### src/rtl/pix_rst_sequencer.sv
// pix_rst_sequencer: pixel-domain reset sequencer behind the pixel-clock MMCM.
// Synchronises locked_in into clk_pix, waits HOLD_CYCLES of stable lock, then
// releases NUM_RST reset channels in index order, STAGGER cycles apart.
// Loss of lock or soft_rst returns every channel to reset.
// Ports:
//   clk_pix       pixel clock
//   rst           asynchronous active-high reset
//   locked_in     MMCM lock flag (asynchronous to clk_pix)
//   soft_rst      synchronous software reset request
//   rst_out       per-channel active-high resets (registered)
//   ready         all channels released (registered)
//   state         FSM state: WAIT=0, HOLD=1, RELEASE=2, RUN=3
//   lock_loss_cnt saturating lock-loss counter
// Build option: define PIX_RST_LOCK_CNT_EN to implement lock_loss_cnt;
// otherwise it is tied to 0 and no counter flops exist.
module pix_rst_sequencer #(
    parameter int NUM_RST     = 3,
    parameter int HOLD_CYCLES = 1024,
    parameter int STAGGER     = 16,
    parameter int SYNC_STAGES = 2,
    parameter int CNT_W       = 8
) (
    input  logic               clk_pix,
    input  logic               rst,
    input  logic               locked_in,
    input  logic               soft_rst,
    output logic [NUM_RST-1:0] rst_out,
    output logic               ready,
    output logic [1:0]         state,
    output logic [CNT_W-1:0]   lock_loss_cnt
);
    localparam int HW = $clog2(HOLD_CYCLES + 1);
    localparam int SW = $clog2(STAGGER + 1);
    localparam int IW = $clog2(NUM_RST + 1);

    typedef enum logic [1:0] {WAIT = 2'd0, HOLD = 2'd1, RELEASE = 2'd2, RUN = 2'd3} state_e;

    state_e             state_q, state_d;
    logic [HW-1:0]      hold_q, hold_d;
    logic [SW-1:0]      stag_q, stag_d;
    logic [IW-1:0]      idx_q, idx_d, idx_nx;
    logic [NUM_RST-1:0] rst_out_q, rst_out_d;
    logic               ready_q, ready_d;
    logic [SYNC_STAGES-1:0] sync_q;
    logic               lk, abort;

    assign lk     = sync_q[SYNC_STAGES-1];
    assign abort  = (state_q != WAIT) && (!lk || soft_rst);
    assign idx_nx = idx_q + 1'b1;

    always_comb begin
        state_d   = state_q;
        hold_d    = hold_q;
        stag_d    = stag_q;
        idx_d     = idx_q;
        rst_out_d = rst_out_q;
        ready_d   = ready_q;
        if (abort) begin
            state_d   = WAIT;
            hold_d    = '0;
            stag_d    = '0;
            idx_d     = '0;
            rst_out_d = '1;
            ready_d   = 1'b0;
        end else begin
            case (state_q)
                WAIT: if (lk && !soft_rst) begin
                    state_d = HOLD;
                    hold_d  = '0;
                end
                HOLD: if (hold_q == HW'(HOLD_CYCLES - 1)) begin
                    state_d   = RELEASE;
                    stag_d    = '0;
                    idx_d     = '0;
                    // channel 0 is released on the HOLD->RELEASE edge itself
                    rst_out_d = {NUM_RST{1'b1}} << 1;
                end else begin
                    hold_d = hold_q + 1'b1;
                end
                RELEASE: if (stag_q == SW'(STAGGER - 1)) begin
                    stag_d = '0;
                    idx_d  = idx_nx;
                    if (idx_nx == IW'(NUM_RST)) begin
                        state_d   = RUN;
                        ready_d   = 1'b1;
                        rst_out_d = '0;
                    end else begin
                        // channels 0..idx_nx released, the rest still held
                        rst_out_d = {NUM_RST{1'b1}} << (idx_nx + 1'b1);
                    end
                end else begin
                    stag_d = stag_q + 1'b1;
                end
                default: ;
            endcase
        end
    end

    always_ff @(posedge clk_pix or posedge rst) begin
        if (rst) begin
            sync_q    <= '0;
            state_q   <= WAIT;
            hold_q    <= '0;
            stag_q    <= '0;
            idx_q     <= '0;
            rst_out_q <= '1;
            ready_q   <= 1'b0;
        end else begin
            sync_q    <= {sync_q[SYNC_STAGES-2:0], locked_in};
            state_q   <= state_d;
            hold_q    <= hold_d;
            stag_q    <= stag_d;
            idx_q     <= idx_d;
            rst_out_q <= rst_out_d;
            ready_q   <= ready_d;
        end
    end

    assign rst_out = rst_out_q;
    assign ready   = ready_q;
    assign state   = state_q;

`ifdef PIX_RST_LOCK_CNT_EN
    logic [CNT_W-1:0] cnt_q;
    logic             cnt_inc;

    // only losses after release has begun are counted; soft_rst is irrelevant
    assign cnt_inc = !lk && (state_q == RELEASE || state_q == RUN) && (cnt_q != '1);

    always_ff @(posedge clk_pix or posedge rst) begin
        if (rst) cnt_q <= '0;
        else if (cnt_inc) cnt_q <= cnt_q + 1'b1;
    end

    assign lock_loss_cnt = cnt_q;
`else
    assign lock_loss_cnt = '0;
`endif
endmodule
### config.mk
export PLATFORM = sky130hd
export DESIGN_NAME = pix_rst_sequencer
export DESIGN_NICKNAME = d
export VERILOG_FILES = /design/src/rtl/pix_rst_sequencer.sv
export SDC_FILE = /design/constraint.sdc
export NUM_CORES = 1
export LEC_CHECK = 0
export CAP_MARGIN = 20
export CORE_MARGIN = 1.5
export CORE_UTILIZATION = 55
export DETAILED_ROUTE_END_ITERATION = 7
export PLACE_DENSITY = 0.84
export SLEW_MARGIN = 20
export SYNTH_ARGS = -nofsm -noshare
export SYNTH_HDL_FRONTEND = slang
export SYNTH_SLANG_ARGS = --single-unit
### constraint.sdc
create_clock -name clk_pix -period 2.2 [get_ports clk_pix]
set_input_delay 0.33 -clock clk_pix [delete_from_list [all_inputs] [get_ports clk_pix]]
set_output_delay 0.33 -clock clk_pix [all_outputs]
set_load 0.02 [all_outputs]
==> results.py, run 1 <==
metrics = {
    "cells_and_area": {
        "nFillCells": 192,
        "drive_gt1_frac": 0.1477,
        "seqCellArea_um2": 654.4,
        "layout_common_cells": "23 x dfrtp_1, 20 x nor2_1, 20 x o21ai_0",
        "utilization": 0.6761,
        "final_nets": 189,
        "multi_input_area_um2": 788.3,
        "area_growth_pct": 13.30,
        "diodes": 0,
        "layout_commonest_cell": "dfrtp_1",
    },
    "synthesis": {
        "synth_cell_types": 44,
        "seq_area_frac_synth": 0.4347,
        "ys.flop_type": "dfrtp_1",
        "yosysTopAreaCell": "dfrtp_1",
        "synth_area_leaders": "dfrtp_1 38%, ha_1 6.7%, o21ai_0 6.7%, dfstp_2 5.2%, nor2_1 5.0%",
        "synth_edf_count": 0,
        "yosysWarnings": 0,
        "async_reset_ff_frac": 1.000,
        "mappedNetlistArea_um2": 1505,
        "avgSynthCellArea_um2": 9.349,
        "synth_seq_cells": 26,
        "syn_inst": 161,
        "synth_top_area_frac": 0.3824,
    },
    "grt": {
        "antenna_found_initial": 0,
        "grt_start_max_net_pins": 27,
        "grt.total_usage": 0.2137,
        "grt_pass1_wl_um": 5361,
        "grt_overflow": 0,
        "grt_pass1_vias": 1266,
    },
    "routing": {
        "vias": 1245,
        "firstDrtPassIters": 4,
        "antenna_left": 0,
        "drt_wl_total_um": 2984,
        "vias_per_cell": 6.044,
        "drtIter0Drc": 39,
        "drc": 0,
        "wl_per_cell_um": 14.49,
    },
    "cts": {
        "cts_hold_buffers": 0,
        "clkLatencyLatePin_ns": 0.32,
        "clkTransAtPathRegs_ns": 0.14,
        "tritoncts": "yes",
        "cts_buffer_depth": 2,
        "cts_num_sinks": 26,
        "cts_root_buf": "clkbuf_4",
        "ctsHtreeMaxLevel": 1,
        "cts_post_setup_buffers_inserted": 0,
        "post_cts_resized": 0,
        "cts_buffers": 3,
    },
    "timing": {
        "setup_viol": 0,
        "fin_crit_ns": 2.087,
        "skew_ns": 0.002975,
        "layout_setup_ws_ns": 0.1132,
        "finalMaxSlewViolations": 0,
        "fmax_mhz": 479.2,
        "worst_pin_slew_ns": 0.5708,
        "finalHoldViolCount": 0,
        "final.setup.tns_ns": 0,
        "rsz0062_at_grt": "false",
        "finalCritPeriodShare": 0.9485,
        "holdWs_ns": 0.3318,
        "maxSlewHeadroom": 0.6154,
    },
    "power_and_ir_drop": {
        "leakage_nw": 0.7445,
        "power.density_nw_per_um2": 986.1,
        "ir_drop_uv": 715.8,
        "total_power_mw": 1.682,
    },
    "critical_path": {
        "cp.arrival_ns": 2.29,
        "start_kind": "register",
        "rr_endpoint": "hold_q[6]",
        "critPathLaunch": "hold_q[0]",
        "endpoint_kind": "register",
        "slowest_stage": "or4_4",
        "crit_end": "hold_q[6]",
        "crit_type": "reg2reg",
        "reg2reg_depth": 7,
        "slowest_delay_ns": 0.57,
        "crit_chain": "ha_2 -> nand3_4 -> or4_4 -> o21ai_2 -> buf_4 -> o21ai_0 -> o41ai_1",
        "path_max_fanout": 10,
        "critPathRequiredTime_ns": 2.41,
        "rrSetupSlack_ns": 0.11,
        "worstReg2RegStart": "hold_q[0]",
    },
    "floorplanning": {
        "start_util": 0.5967,
        "die_width_um": 55.32,
        "num_rows": 18,
        "core_area_um2": 2522,
        "fp.dieH_um": 55.32,
        "io_pins": 18,
        "dieArea_um2": 3060,
    },
    "place": {
        "dp_hpwl_um": 2211,
        "gp_congestion": 0.8268,
        "pre_cts_ws_ns": -0.1470,
        "port_buffers": 9,
    },
    "worst_hold_path": {
        "hp-class": "in2async",
    },
    "status": {
        "outcome": "complete, no violations",
    },
    "run": {
        "max-cap-violations": 0,
    },
}
-- area by class of cell --
class / count / share of cell area
inverter: 8 / 0.01761
tap: 30 / 0.02201
clock buffer: 3 / 0.01321
timing repair buffer: 16 / 0.08364
multi-input combinational: 122 / 0.4622
sequential: 26 / 0.3837
clock inverter: 1 / 0.01761
-- state kept, by name (all words and copies together) (netlist names) --
register,count
hold_q,11
idx_q,2
ready,1
rst_out,3
stag_q,5
state,2
sync_q,2
-- logic make-up (layout without fill, tap and decap cells) --
group           after synthesis  in the layout  synth area share
other cells                   1              8          0.002491
compound gates               44             44            0.1904
simple gates                 62             62            0.2336
buf+inv                      20             28           0.07232
fa+ha+maj                     8              8           0.06650
flops                        26             26            0.4347
-- report_power, final --
part | internal [mW] | leakage, nW | total (mW) | switching [mW]
Combinational | 0.314 | 0.372 | 0.770 | 0.456
Sequential | 0.535 | 0.345 | 0.581 | 0.0458
Clock | 0.184 | 0.0279 | 0.331 | 0.147
-- worst max-delay path, delay by kind of cell, from the launching register on --
kind	cells	cell delay, ns
simple gates	2	0.72
buf+inv	1	0.19
fa+ha+maj	1	0.24
compound gates	3	0.39
flops	1	0.44
-- layer usage --
metal  GRT usage  vias to the layer above  wire [µm]
met3     0.03044                        8        147
met2      0.3537                       49       1414
met4     0.09756                        0         57
met5           0                        -          0
li1            -                      590          -
met1      0.2762                      598       1365
-- through the flow --
stage / area (µm²) / std cells
floorplan: 1531 / 168
global placement: 1633 / 202
detailed placement: 1633 / 202
CTS: 1685 / 206
global route: 1705 / 206
finish: 1705 / 206
-- synthesized netlist by cell type, types with 2 or more instances --
cell and n:
clkbuf_1 3, nand3_1 6, o21ai_1 2, and2_1 3
or4_1 2, o31ai_1 4, nor2_1 20, buf_4 9
a21oi_1 2, inv_1 8, o21a_1 2, dfstp_2 3
o41ai_1 2, nor2b_1 2, nand3b_1 3, ha_1 8
o22a_1 2, nand2_1 13, dfrtp_1 23, o21ai_0 20
-- how the worst min path moves through the flow --
stage | slack (ns) | endpoint
after global routing | 0.38 | sync_q[1]
after floorplan | 0.33 | sync_q[1]
after detailed placement | 0.33 | sync_q[1]
final | 0.33 | hold_q[2]
after CTS | 0.34 | hold_q[3]
after global placement | 0.34 | sync_q[1]
No activity file was read; power rests on OpenSTA's default activity.
==> run 2, diff against run 1 <==
--- a/config.mk
+++ b/config.mk
@@ -5,8 +5,8 @@
 export SDC_FILE = /design/constraint.sdc
 export NUM_CORES = 1
 export LEC_CHECK = 0
-export CAP_MARGIN = 20
-export CORE_MARGIN = 1.5
+export CAP_MARGIN = 25
+export CORE_ASPECT_RATIO = 1.2
 export CORE_UTILIZATION = 55
 export DETAILED_ROUTE_END_ITERATION = 7
 export PLACE_DENSITY = 0.84
==> results.py, run 2 (same netlist as run 1, synthesis figures left out) <==
metrics = {
    "status": {
        "outcome": "complete, no violations",
    },
    "critical_path": {
        "crit_type": "reg2reg",
        "start_kind": "register",
        "crit_chain": "inv_1 -> ha_1 -> o21ai_1 -> o22ai_2 -> or3_4 -> o21ai_0",
        "slowest_delay_ns": 0.46,
        "critPathRequiredTime_ns": 2.42,
        "path_buf_inv": 1,
        "slowest_stage": "dfrtp_1",
        "cp.arrival_ns": 2.29,
        "cpLargestDelayFamily": "compound AO/OA/AOI/OAI gates",
        "endpoint_kind": "register",
        "path_max_fanout": 8,
    },
    "cells_and_area": {
        "nFillCells": 228,
        "registers.top_by_ff_count": "hold_q",
        "diodes": 0,
        "design_area_um2": 1665,
        "area_growth_pct": 10.64,
        "drive_gt1_frac": 0.1193,
        "final_nets": 189,
        "layout_common_cells": "23 x dfrtp_1, 20 x nor2_1, 20 x o21ai_0",
        "largest_reg_flops": 11,
        "layout_commonest_cell": "dfrtp_1",
        "utilization": 0.6525,
    },
    "power_and_ir_drop": {
        "ir_drop_uv": 664.7,
        "power.density_nw_per_um2": 926.9,
        "power.share.sequential": 0.380,
        "switching_power_uw": 632.2,
        "power_frac_comb": 0.488,
        "leakage_nw": 0.7263,
        "total_power_mw": 1.544,
        "power_frac_clock": 0.132,
        "p_int_uw": 911.4,
        "switching_share": 0.4096,
    },
    "timing": {
        "fin_crit_ns": 2.065,
        "skew_ns": 0.01549,
        "layout_setup_ws_ns": 0.1354,
        "holdWs_ns": 0.3481,
        "fmax_mhz": 484.4,
        "finalMaxSlewViolations": 0,
        "finalHoldViolCount": 0,
        "rsz0062_at_grt": "false",
        "setup_viol": 0,
        "finalCritPeriodShare": 0.9384,
    },
    "floorplanning": {
        "core_area_um2": 2552,
        "die_width_um": 49.76,
        "io_pins": 18,
        "fp.dieH_um": 59.31,
        "start_util": 0.5897,
        "num_rows": 20,
        "dieArea_um2": 2951,
    },
    "routing": {
        "vias": 1240,
        "drtIter0Drc": 51,
        "wl_per_cell_um": 14.55,
        "antenna_left": 0,
        "vias_per_cell": 5.933,
        "drc": 0,
        "drt_wl_total_um": 3040,
        "firstDrtPassIters": 4,
    },
    "worst_hold_path": {
        "hp-class": "in2async",
    },
    "grt": {
        "antenna_found_initial": 0,
        "grt_overflow": 0,
        "grt.total_usage": 0.2274,
        "grt_pass1_vias": 1196,
        "grt_start_max_net_pins": 27,
        "grt_pass1_wl_um": 5050,
    },
    "cts": {
        "cts_root_buf": "clkbuf_4",
        "clkTransAtPathRegs_ns": 0.14,
        "ctsHtreeMaxLevel": 1,
        "cts_buffers": 3,
        "cts_num_sinks": 26,
        "tritoncts": "yes",
        "cts_post_setup_buffers_inserted": 0,
        "cts_hold_buffers": 0,
        "clkLatencyLatePin_ns": 0.31,
        "post_cts_resized": 0,
        "cts_buffer_depth": 2,
    },
    "place": {
        "dpl-instance-area_um2": 1637,
        "gp_congestion": 0.8820,
        "dp_hpwl_um": 2319,
        "pre_cts_ws_ns": -0.02076,
        "port_buffers": 9,
    },
    "run": {
        "max-cap-violations": 0,
    },
}
run 2: area by class of cell:
class / count / area (µm²) / area share
clock buffer: 4 / 26.28 / 0.01578
inverter: 8 / 30.03 / 0.01803
multi-input combinational: 122 / 770.7 / 0.4628
sequential: 26 / 654.4 / 0.3929
tap: 33 / 41.29 / 0.02479
timing repair buffer: 16 / 142.6 / 0.08565
run 2: stage by stage:
stage / TNS, ns / cells
floorplan: 0 / 168
global placement: 0 / 205
detailed placement: -0.02076 / 205
CTS: 0 / 209
global route: 0 / 209
finish: 0 / 209
run 2: worst paths after layout:
| check | cells past startpoint | endpoint | start | slack [ns] |
|---|---|---|---|---|
| worst max-delay path | 6 | idx_q[1] | state[1] | 0.14 |
| worst min-delay path | 3 | idx_q[0] | rst | 0.35 |
| worst max register to register | 6 | idx_q[1] | state[1] | 0.14 |
| worst min register to register | 0 | sync_q[1] | sync_q[0] | 0.38 |
| max in group asynchronous | 3 | rst_out[1] | rst | 1.55 |
| min in group clk_pix | 0 | sync_q[1] | sync_q[0] | 0.38 |
run 2: power by group through the flow:
stage | Combinational [mW] | Clock [mW] | Sequential [mW]
6_report | 0.754 | 0.203 | 0.586
3_5_place_dp | 0.738 | 0 | 0.596
5_1_grt | 0.838 | 0.227 | 0.593
3_3_place_gp | 0.702 | 0 | 0.588
2_1_floorplan | 0.475 | 0 | 0.614
4_1_cts | 0.743 | 0.211 | 0.587
run 2: worst min-delay path, cell delays in order:
cell,delay [ns]
clkdlybuf4s50_1,0.39
inv_1,0.05
buf_4,0.31
run 2: routing by layer:
| metal | GRT usage | vias to the layer above | part of all wire |
|---|---|---|---|
| met2 | 0.4266 | 18 | 0.56 |
| li1 | - | 592 | - |
| met4 | 0.1102 | 0 | 0.015 |
| met3 | 0.03077 | 6 | 0.021 |
| met1 | 0.2512 | 624 | 0.41 |
| met5 | 0 | - | 0 |
